$ cat config.mk
export PLATFORM = sky130hd
export DESIGN_NAME = fir_coeff_seq_flat
export DESIGN_NICKNAME = d
export VERILOG_FILES = /design/src/rtl/fir_coeff_seq_if.sv /design/src/rtl/fir_coeff_seq.sv /design/src/flat_wrapper.sv
export SDC_FILE = /design/constraint.sdc
export NUM_CORES = 1
export LEC_CHECK = 0
export ABC_AREA = 1
export BUFFER_PORTS_ARGS = -buffer_cell sky130_fd_sc_hd__buf_2
export CORE_MARGIN = 2
export CORE_UTILIZATION = 30
export DETAILED_ROUTE_END_ITERATION = 7
export GPL_TIMING_DRIVEN = 0
export PLACE_DENSITY_LB_ADDON = 0.2
export SLEW_MARGIN = 10
export SYNTH_ARGS = -nofsm -noshare
export SYNTH_HDL_FRONTEND = slang
export SYNTH_SLANG_ARGS = --single-unit
$ cat constraint.sdc
create_clock -name clk -period 1.7 [get_ports clk]
set_clock_uncertainty 0.05 [all_clocks]
set_input_delay 0.34 -clock clk [delete_from_list [all_inputs] [get_ports clk]]
set_output_delay 0.34 -clock clk [all_outputs]
set_load 0.05 [all_outputs]
$ cat src/rtl/fir_coeff_seq_if.sv
// Command and coefficient-write bundle between a controller (master) and fir_coeff_seq (slave).
// Widths follow the channel count, tap count and coefficient width of the attached sequencer.
interface fir_coeff_seq_if #(
    parameter int NCH   = 4,
    parameter int NTAPS = 16,
    parameter int DW    = 16
);
    localparam int AW  = (NTAPS > 1) ? $clog2(NTAPS) : 1;
    localparam int CHW = (NCH > 1) ? $clog2(NCH) : 1;

    logic           we_in;
    logic [3:0]     opcode;
    logic [CHW-1:0] ch_in;
    logic [DW-1:0]  din;

    logic           c_sto;
    logic           c_clr;
    logic [AW-1:0]  c_addr;
    logic [DW-1:0]  c_data;
    logic [NCH-1:0] c_ch;
    logic [NCH-1:0] run_en;
    logic           busy;
    logic           cmd_err;

    modport master (
        output we_in, opcode, ch_in, din,
        input  c_sto, c_clr, c_addr, c_data, c_ch, run_en, busy, cmd_err
    );

    modport slave (
        input  we_in, opcode, ch_in, din,
        output c_sto, c_clr, c_addr, c_data, c_ch, run_en, busy, cmd_err
    );
endinterface

$ cat src/rtl/fir_coeff_seq.sv
// Per-channel FIR coefficient sequencer: one command at a time, strobes appear two cycles after we_in.
// No stalling: a we_in arriving while busy is dropped and answered with a one-cycle cmd_err.
module fir_coeff_seq #(
    parameter int NCH   = 4,
    parameter int NTAPS = 16,
    parameter int DW    = 16
) (
    input  logic           clk,
    input  logic           rst,
    fir_coeff_seq_if.slave bus
);
    localparam int AW  = (NTAPS > 1) ? $clog2(NTAPS) : 1;
    localparam int CHW = (NCH > 1) ? $clog2(NCH) : 1;

    localparam logic [3:0] OP_STOP    = 4'b0000;
    localparam logic [3:0] OP_START   = 4'b0001;
    localparam logic [3:0] OP_RST_PTR = 4'b0010;
    localparam logic [3:0] OP_SET     = 4'b0100;
    localparam logic [3:0] OP_CLR_ALL = 4'b1000;

    typedef enum logic [1:0] {
        ST_IDLE,
        ST_DECODE,
        ST_STO,
        ST_CLR
    } state_t;

    state_t         state_q, state_d;
    logic [3:0]     op_q;
    logic [CHW-1:0] ch_q;
    logic [DW-1:0]  din_q;
    logic [AW-1:0]  ptr_q [NCH];
    logic [AW-1:0]  ptr_d [NCH];
    logic [NCH-1:0] run_en_q, run_en_d;
    logic [AW-1:0]  clr_cnt_q, clr_cnt_d;
    logic           cmd_err_q, cmd_err_d;

    logic           cap_en;
    logic           op_ok;
    logic           ch_ok;
    logic           last_clr;
    logic [AW-1:0]  ptr_next;
    logic [NCH-1:0] ch_onehot;

    logic [AW-1:0]  c_addr_w;
    logic [DW-1:0]  c_data_w;
    logic [NCH-1:0] c_ch_w;

    always_comb begin
        op_ok = 1'b0;
        case (op_q)
            OP_STOP, OP_START, OP_RST_PTR, OP_SET, OP_CLR_ALL: op_ok = 1'b1;
            default: op_ok = 1'b0;
        endcase
    end

    // CHW can encode more codes than there are channels when NCH is not a power of two.
    assign ch_ok    = (int'(ch_q) < NCH);
    assign last_clr = (clr_cnt_q == AW'(NTAPS - 1));
    assign ptr_next = (ptr_q[ch_q] == AW'(NTAPS - 1)) ? '0 : ptr_q[ch_q] + 1'b1;

    always_comb begin
        ch_onehot       = '0;
        ch_onehot[ch_q] = 1'b1;
    end

    always_comb begin
        state_d   = state_q;
        ptr_d     = ptr_q;
        run_en_d  = run_en_q;
        clr_cnt_d = clr_cnt_q;
        cmd_err_d = 1'b0;
        cap_en    = 1'b0;

        unique case (state_q)
            ST_IDLE: begin
                if (bus.we_in) begin
                    cap_en  = 1'b1;
                    state_d = ST_DECODE;
                end
            end
            ST_DECODE: begin
                state_d = ST_IDLE;
                if (!op_ok || !ch_ok) begin
                    cmd_err_d = 1'b1;
                end else begin
                    case (op_q)
                        OP_STOP:    run_en_d[ch_q] = 1'b0;
                        OP_START:   run_en_d[ch_q] = 1'b1;
                        OP_RST_PTR: ptr_d[ch_q]    = '0;
                        OP_SET:     state_d        = ST_STO;
                        OP_CLR_ALL: begin
                            state_d   = ST_CLR;
                            clr_cnt_d = '0;
                        end
                        default: state_d = ST_IDLE;
                    endcase
                end
            end
            ST_STO: begin
                ptr_d[ch_q] = ptr_next;
                state_d     = ST_IDLE;
            end
            ST_CLR: begin
                if (last_clr) begin
                    ptr_d[ch_q] = '0;
                    clr_cnt_d   = '0;
                    state_d     = ST_IDLE;
                end else begin
                    clr_cnt_d = clr_cnt_q + 1'b1;
                end
            end
            default: state_d = ST_IDLE;
        endcase

        // Dropped command: the FSM keeps going, only the error pulse reports it.
        if (state_q != ST_IDLE && bus.we_in) begin
            cmd_err_d = 1'b1;
        end
    end

    always_ff @(posedge clk) begin
        if (rst) begin
            state_q   <= ST_IDLE;
            run_en_q  <= '0;
            clr_cnt_q <= '0;
            cmd_err_q <= 1'b0;
            op_q      <= '0;
            ch_q      <= '0;
            din_q     <= '0;
            for (int i = 0; i < NCH; i++) begin
                ptr_q[i] <= '0;
            end
        end else begin
            state_q   <= state_d;
            run_en_q  <= run_en_d;
            clr_cnt_q <= clr_cnt_d;
            cmd_err_q <= cmd_err_d;
            ptr_q     <= ptr_d;
            if (cap_en) begin
                op_q  <= bus.opcode;
                ch_q  <= bus.ch_in;
                din_q <= bus.din;
            end
        end
    end

    // Address/data/channel are forced to zero outside a strobe cycle.
    always_comb begin
        c_addr_w = '0;
        c_data_w = '0;
        c_ch_w   = '0;
        if (state_q == ST_STO) begin
            c_addr_w = ptr_q[ch_q];
            c_data_w = din_q;
            c_ch_w   = ch_onehot;
        end else if (state_q == ST_CLR) begin
            c_addr_w = clr_cnt_q;
            c_ch_w   = ch_onehot;
        end
    end

    assign bus.c_sto   = (state_q == ST_STO);
    assign bus.c_clr   = (state_q == ST_CLR);
    assign bus.busy    = (state_q != ST_IDLE);
    assign bus.cmd_err = cmd_err_q;
    assign bus.run_en  = run_en_q;
    assign bus.c_addr  = c_addr_w;
    assign bus.c_data  = c_data_w;
    assign bus.c_ch    = c_ch_w;

endmodule

$ cat src/flat_wrapper.sv
// flat-port wrapper written by rule: the top's interface ports become plain ports
module fir_coeff_seq_flat 
#(
    parameter int NCH   = 4,
    parameter int NTAPS = 16,
    parameter int DW    = 16
)
  (clk, rst, bus_we_in, bus_opcode, bus_ch_in, bus_din, bus_c_sto, bus_c_clr, bus_c_addr, bus_c_data, bus_c_ch, bus_run_en, bus_busy, bus_cmd_err);
  fir_coeff_seq_if #(.NCH(NCH), .NTAPS(NTAPS), .DW(DW)) bus_i ();
  input  logic clk;
  input  logic rst;
  input wire logic [$bits(bus_i.we_in)-1:0] bus_we_in;
  input wire logic [$bits(bus_i.opcode)-1:0] bus_opcode;
  input wire logic [$bits(bus_i.ch_in)-1:0] bus_ch_in;
  input wire logic [$bits(bus_i.din)-1:0] bus_din;
  output wire logic [$bits(bus_i.c_sto)-1:0] bus_c_sto;
  output wire logic [$bits(bus_i.c_clr)-1:0] bus_c_clr;
  output wire logic [$bits(bus_i.c_addr)-1:0] bus_c_addr;
  output wire logic [$bits(bus_i.c_data)-1:0] bus_c_data;
  output wire logic [$bits(bus_i.c_ch)-1:0] bus_c_ch;
  output wire logic [$bits(bus_i.run_en)-1:0] bus_run_en;
  output wire logic [$bits(bus_i.busy)-1:0] bus_busy;
  output wire logic [$bits(bus_i.cmd_err)-1:0] bus_cmd_err;
  assign bus_i.we_in = bus_we_in;
  assign bus_i.opcode = bus_opcode;
  assign bus_i.ch_in = bus_ch_in;
  assign bus_i.din = bus_din;
  assign bus_c_sto = bus_i.c_sto;
  assign bus_c_clr = bus_i.c_clr;
  assign bus_c_addr = bus_i.c_addr;
  assign bus_c_data = bus_i.c_data;
  assign bus_c_ch = bus_i.c_ch;
  assign bus_run_en = bus_i.run_en;
  assign bus_busy = bus_i.busy;
  assign bus_cmd_err = bus_i.cmd_err;
  fir_coeff_seq #(.NCH(NCH), .NTAPS(NTAPS), .DW(DW)) u_core (.clk(clk), .rst(rst), .bus(bus_i));
endmodule
==> flow_metrics.env, run 1 <==
export IMPL_required_ns=1.31
export IMPL_p_leak_nw=1.508
export IMPL_cp_max_fo=10
export IMPL_final_cell_mix="nand2_1, dfxtp_1, a21oi_1, inv_1, buf_2"
export IMPL_synth_nets=356
export IMPL_grt_pass1_wl_um=11510
export IMPL_grt_usage=0.1709
export IMPL_fin_nets=446
export IMPL_critPathArrivalTime_ns=1.49
export IMPL_setup_viol=23
export IMPL_async_flop_share=0
export IMPL_wire_per_inst_um=13.63
export IMPL_synth_ff_type="dfxtp_1"
export IMPL_ys_types=36
export IMPL_hp_class="in -> reg"
export IMPL_startpoint_type="register"
export IMPL_port_buffers=56
export IMPL_yosys_area_share_simple=0.2733
export IMPL_max_cap_violations=0
export IMPL_rsz0062_at_grt="yes"
export IMPL_r2r_setup_slack_ns=-0.05
export IMPL_yosysTopAreaCellShare=0.4168
export IMPL_synth_top_family_by_area="simple AND/OR/NAND/NOR gates"
export IMPL_synth_compound_area_share=0.1909
export IMPL_drt_iter0_drc=101
export IMPL_drv_slew=0
export IMPL_ys_seq_area_frac=0.4168
export IMPL_yosysTopAreaCell="dfxtp_1"
export IMPL_io_pins=57
export IMPL_power_w=0.002548
export IMPL_ys_warn_count=0
export IMPL_slew_headroom=0.6549
export IMPL_worst_pin_slew_ns=0.5176
export IMPL_fmax_ghz=0.5321
export IMPL_muxShareOfSynthArea=0
export IMPL_grt_ovfl_total=0
export IMPL_post_drt_via_cell_ratio=4.718
export IMPL_finalCritPeriodShare=1.105
export IMPL_synth_edff_count=0
export IMPL_place_ws_ns=-0.2221
export IMPL_grt_max_degree=15
export IMPL_firstDrtPassIters=4
export IMPL_drtAntennaViolNets=0
export IMPL_synthXorXnorAreaFrac=0.007443
export IMPL_layout_commonest_cell="nand2_1"
export IMPL_diodes=0
export IMPL_synth_seq_cells=49
export IMPL_start_util=0.3078
export IMPL_die_width_um=92.57
export IMPL_dp_hpwl_um=4703
export IMPL_clock_sinks=49
export IMPL_layout_drive_gt1_share=0.4000
export IMPL_n_fill_cell=776
export IMPL_violations="negative setup slack"
export IMPL_cts_htree_levels=2
export IMPL_status="complete, but fails checks"
export IMPL_peakVddDrop_v=0.0003866
export IMPL_vias=2463
export IMPL_syn2layout_area_growth_pct=54.65
export IMPL_core_um2=7647
export IMPL_ctsLongestPathBuffers=2
export IMPL_die_area_um2=8569
export IMPL_antenna_found_initial=0
export IMPL_setup_ws_ns=-0.1792
export IMPL_place_congestion=0.8171
export IMPL_syn_inst=329
export IMPL_grt_pass1_vias=2405
export IMPL_synth_adder_area_share=0.01063
export IMPL_placementRows=32
export IMPL_avgSynthCellArea_um2=7.154
export IMPL_ctsHoldBuffers=0
export IMPL_min_period_ns=1.879
export IMPL_crit_path_end_kind="output port"
export IMPL_dpl_instance_area_um2=2947
export IMPL_syn_cell_area_um2=2354
export IMPL_drt_total_wl_um=7113
export IMPL_cts_tree="yes"
export IMPL_cts_buffers=5
export IMPL_clk_pin_slew_ns=0.09
export IMPL_root_buffer="clkbuf_8"
export IMPL_powerDensity_nw_per_um2=700.1
export IMPL_worstSetupPathType="reg -> out"
export IMPL_clk_latency_ns=0.31
export IMPL_finalInstanceArea_um2=3640
export IMPL_ys_top_cells_by_area="dfxtp_1, nand2_1, a21oi_1, nor2_1, o21ai_0"
export IMPL_hold_violations=0
export IMPL_remaining_drc_errors=0
export IMPL_fp_dieH_um=92.57
## layer usage
layer | vias to the layer above | track usage | wire length [µm]
met5 | - | 0 | 0
met4 | 0 | 0.07711 | 118
met3 | 10 | 0.04475 | 395
met2 | 59 | 0.2731 | 3352
met1 | 1135 | 0.2157 | 3246
li1 | 1259 | - | -
## timing repair
item,4_1_cts,5_1_grt
buffers inserted,16,9
pin swaps,15,24
setup endpoints to repair,41,43
gates cloned,3,0
resized for setup,76,40
## power by group
part / leakage, nW / switching (W) / internal [W]
combinational: 1.05 / 0.000310 / 0.000178
clock: 0.0566 / 0.000408 / 0.000421
sequential: 0.403 / 0.0000271 / 0.00120
## path summary, 6_finish.rpt
path | startpoint | to | cells past startpoint
setup / recovery | u_core.ch_q[0]$_SDFFE_PP0P_ | bus_c_addr[1] | 6
hold / removal | rst | register | 2
setup reg to reg | u_core.ch_q[0]$_SDFFE_PP0P_ | u_core.ptr_q[7]$_SDFFE_PP0P_ | 13
hold reg to reg | u_core.ptr_q[5]$_SDFFE_PP0P_ | u_core.ptr_q[5]$_SDFFE_PP0P_ | 2
## stage by stage
stage | hold WS (ns) | cells | utilization | TNS [ns]
after floorplan | 0.3680 | 329 | - | -0.8923
after global placement | 0.3839 | 487 | 0.3853 | -2.836
after detailed placement | 0.3881 | 487 | 0.3853 | -2.808
after CTS | 0.1756 | 514 | 0.4542 | -2.121
after global routing | 0.1828 | 522 | 0.4759 | -4.407
final | 0.1863 | 522 | 0.4759 | -1.937
## kinds of logic after synthesis
| group | after synthesis |
|---|---|
| AOI/OAI and AO/OA | 83 |
| xor gates and xnor gates | 2 |
| adders and majority gates | 2 |
| buffers and inverters | 54 |
| DFF | 49 |
| and+or+nand+nor | 139 |
## layout make-up
type / instances / area [µm²] / share of cell area
clock buffers: 8 / 111.4 / 0.03059
repair buffers: 83 / 708.2 / 0.1946
well taps: 102 / 127.6 / 0.03506
flip-flops and latches: 49 / 992.2 / 0.2726
multi-input cells: 226 / 1398 / 0.3840
inverters: 41 / 178.9 / 0.04916
plain buffers: 13 / 123.9 / 0.03403
## flip-flops by register name, summed over array words and instances (netlist names), named ones only
signal / flops
u_core.clr_cnt_q: 4
u_core.op_q: 4
u_core.ch_q: 2
u_core.state_q: 2
u_core.bus.cmd_err: 1
u_core.ptr_q: 16
u_core.din_q: 16
## critical path, stage by stage, from the launching register on
cell and delay [ns]:
dfxtp_4 0.38, buf_8 0.15, o21ai_0 0.15, nand2_1 0.09
nand2_2 0.10, a22o_1 0.15, buf_6 0.16
## cell usage after synthesis (2+ instances only)
master and n:
nand2_1 65, dfxtp_1 49, a21oi_1 44, nor2_1 38, inv_1 34, o21ai_0 26, nand3_1 11, nand2_2 9
nand4_1 6, a311oi_1 4, buf_2 4, o21ai_1 4, clkbuf_1 3, inv_2 3, clkinv_2 2, dlygate4sd1_1 2
ha_1 2, inv_4 2, nor2_2 2, nor3_1 2, o22ai_1 2
(Power assumes the default switching activity.)
==> run 2: changes to the inputs <==
Settings changed: RECOVER_POWER from default to 100.
==> flow_metrics.env, run 2 (same netlist as run 1, synthesis figures left out) <==
export IMPL_startpoint_type="register"
export IMPL_fp_dieH_um=92.57
export IMPL_critPathArrivalTime_ns=1.50
export IMPL_place_ws_ns=-0.2221
export IMPL_hold_violations=0
export IMPL_worst_pin_slew_ns=0.5965
export IMPL_use_met2=0.2731
export IMPL_p_int_w=0.001800
export IMPL_clk_pin_slew_ns=0.09
export IMPL_clk_latency_ns=0.31
export IMPL_place_congestion=0.8171
export IMPL_antenna_found_initial=0
export IMPL_post_drt_via_cell_ratio=4.716
export IMPL_max_cap_violations=0
export IMPL_grt_ovfl_total=0
export IMPL_cts_tree="yes"
export IMPL_min_delay_start="rst"
export IMPL_drv_slew=0
export IMPL_finalInstanceArea_um2=3617
export IMPL_die_width_um=92.57
export IMPL_clock_power_share=0.326
export IMPL_grt_use_met1=0.2157
export IMPL_status="complete, but fails checks"
export IMPL_root_buffer="clkbuf_8"
export IMPL_firstDrtPassIters=4
export IMPL_io_pins=57
export IMPL_placementRows=32
export IMPL_grt_pass1_vias=2405
export IMPL_grt_usage=0.1709
export IMPL_port_buffers=56
export IMPL_min_period_ns=1.890
export IMPL_core_um2=7647
export IMPL_crit_path_end_kind="output port"
export IMPL_holdWs_ns=0.1846
export IMPL_fmax_ghz=0.5292
export IMPL_power_frac_comb=0.190
export IMPL_use_met3=0.04475
export IMPL_layout_drive_gt1_share=0.3833
export IMPL_drtAntennaViolNets=0
export IMPL_remaining_drc_errors=0
export IMPL_clock_sinks=49
export IMPL_min_path_cells=2
export IMPL_reg2reg_from="u_core.state_q[0]$_SDFFE_PP0P_"
export IMPL_grt_pass1_wl_um=11510
export IMPL_seqPwrFrac=0.484
export IMPL_multiInputGateArea_um2=1393
export IMPL_fin_nets=446
export IMPL_required_ns=1.31
export IMPL_dpl_instance_area_um2=2947
export IMPL_cp_max_fo=10
export IMPL_setup_viol=53
export IMPL_r2r_setup_slack_ns=-0.08
export IMPL_ctsLongestPathBuffers=2
export IMPL_dp_hpwl_um=4703
export IMPL_power_switching_w=0.0007448
export IMPL_cts_buffers=5
export IMPL_p_leak_nw=1.488
export IMPL_finalCritPeriodShare=1.112
export IMPL_vias=2462
export IMPL_drt_iter0_drc=79
export IMPL_cts_htree_levels=2
export IMPL_rsz0062_at_grt="yes"
export IMPL_start_util=0.3078
export IMPL_switching_share=0.2927
export IMPL_powerDensity_nw_per_um2=703.5
export IMPL_die_area_um2=8569
export IMPL_setup_ws_ns=-0.1898
export IMPL_violations="negative setup slack"
export IMPL_hp_class="in -> reg"
export IMPL_grt_max_degree=15
export IMPL_drt_total_wl_um=7099
export IMPL_slew_headroom=0.6040
export IMPL_rr_worst_depth=6
export IMPL_layout_commonest_cell="nand2_1"
export IMPL_syn2layout_area_growth_pct=53.69
export IMPL_worstSetupPathType="reg -> out"
export IMPL_diodes=0
export IMPL_final_cell_mix="nand2_1, dfxtp_1, a21oi_1, inv_1"
export IMPL_regArea_um2=985.9
export IMPL_n_fill_cell=782
export IMPL_reg_largest_list="u_core.din_q (16), u_core.ptr_q (16)"
export IMPL_r2r_end="u_core.din_q[8]$_SDFFE_PP0P_"
export IMPL_grt_busiest_layer="met2"
export IMPL_wire_per_inst_um=13.60
export IMPL_peakVddDrop_v=0.0003862
run 2: cell types whose count changed in the layout (fill, tap and decap cells not counted), moves of 2 or more:
cell      delta
buf_2        -7
clkbuf_1     +4
clkbuf_2     +4
dfxtp_4      -2
run 2: worst max-delay path by stage:
| stage | startpoint | end | slack [ns] | cells after the start |
|---|---|---|---|---|
| 2_1_floorplan | u_core.state_q[1]$_SDFFE_PP0P_ | bus_c_data[11] | -0.11 | 6 |
| 3_3_place_gp | u_core.ch_q[0]$_SDFFE_PP0P_ | bus_c_addr[0] | -0.22 | 9 |
| 3_5_place_dp | u_core.ch_q[0]$_SDFFE_PP0P_ | bus_c_addr[0] | -0.22 | 9 |
| 4_1_cts | u_core.ch_q[0]$_SDFFE_PP0P_ | bus_c_addr[0] | -0.17 | 9 |
| 5_1_grt | u_core.ch_q[0]$_SDFFE_PP0P_ | bus_c_addr[3] | -0.25 | 9 |
| 6_report | u_core.ch_q[0]$_SDFFE_PP0P_ | bus_c_addr[1] | -0.19 | 6 |
run 2: worst max-delay path, cell delays in order (launching register included):
cell	delay, ns
dfxtp_4	0.38
buf_8	0.15
o21ai_0	0.16
nand2_1	0.09
nand2_2	0.10
a22o_1	0.15
buf_6	0.16
run 2: per-stage QoR:
step	power, W	utilization	cells	TNS [ns]
after CTS	0.002526	0.4542	514	-2.121
after global routing	0.002655	0.4730	522	-8.996
after floorplan	0.001537	-	329	-0.8923
after global placement	0.001640	0.3853	487	-2.836
final	0.002545	0.4730	522	-3.553
after detailed placement	0.001646	0.3853	487	-2.808
run 2: timing repair:
item | 4_1_cts | 5_1_grt
endpoints found under the setup margin | 41 | 43
hold buffers | 0 | 0
buffers inserted | 16 | 9
endpoints found under the hold margin | 0 | 0
gates resized for setup | 76 | 40
pin swaps | 15 | 24
cloned | 3 | 0
run 2: layout make-up:
class,count,area share
inverters,41,0.04946
multi-input cells,226,0.3850
flip-flops and latches,49,0.2726
clock buffers,8,0.03079
repair buffers,83,0.1930
plain buffers,13,0.03390
well taps,102,0.03528
run 2: power by group through the flow:
stage	sequential, W	clock (W)	combinational (W)
floorplan	0.00127	0	0.000270
global placement	0.00126	0	0.000383
detailed placement	0.00126	0	0.000387
CTS	0.00123	0.000848	0.000446
global route	0.00124	0.000887	0.000530
finish	0.00123	0.000830	0.000483
run 2: metal layers:
layer | part of all wire | up-vias | routed length (µm)
li1 | - | 1258 | -
met1 | 0.45 | 1135 | 3227
met2 | 0.47 | 59 | 3359
met3 | 0.056 | 10 | 395
met4 | 0.016 | 0 | 116
met5 | 0 | - | 0
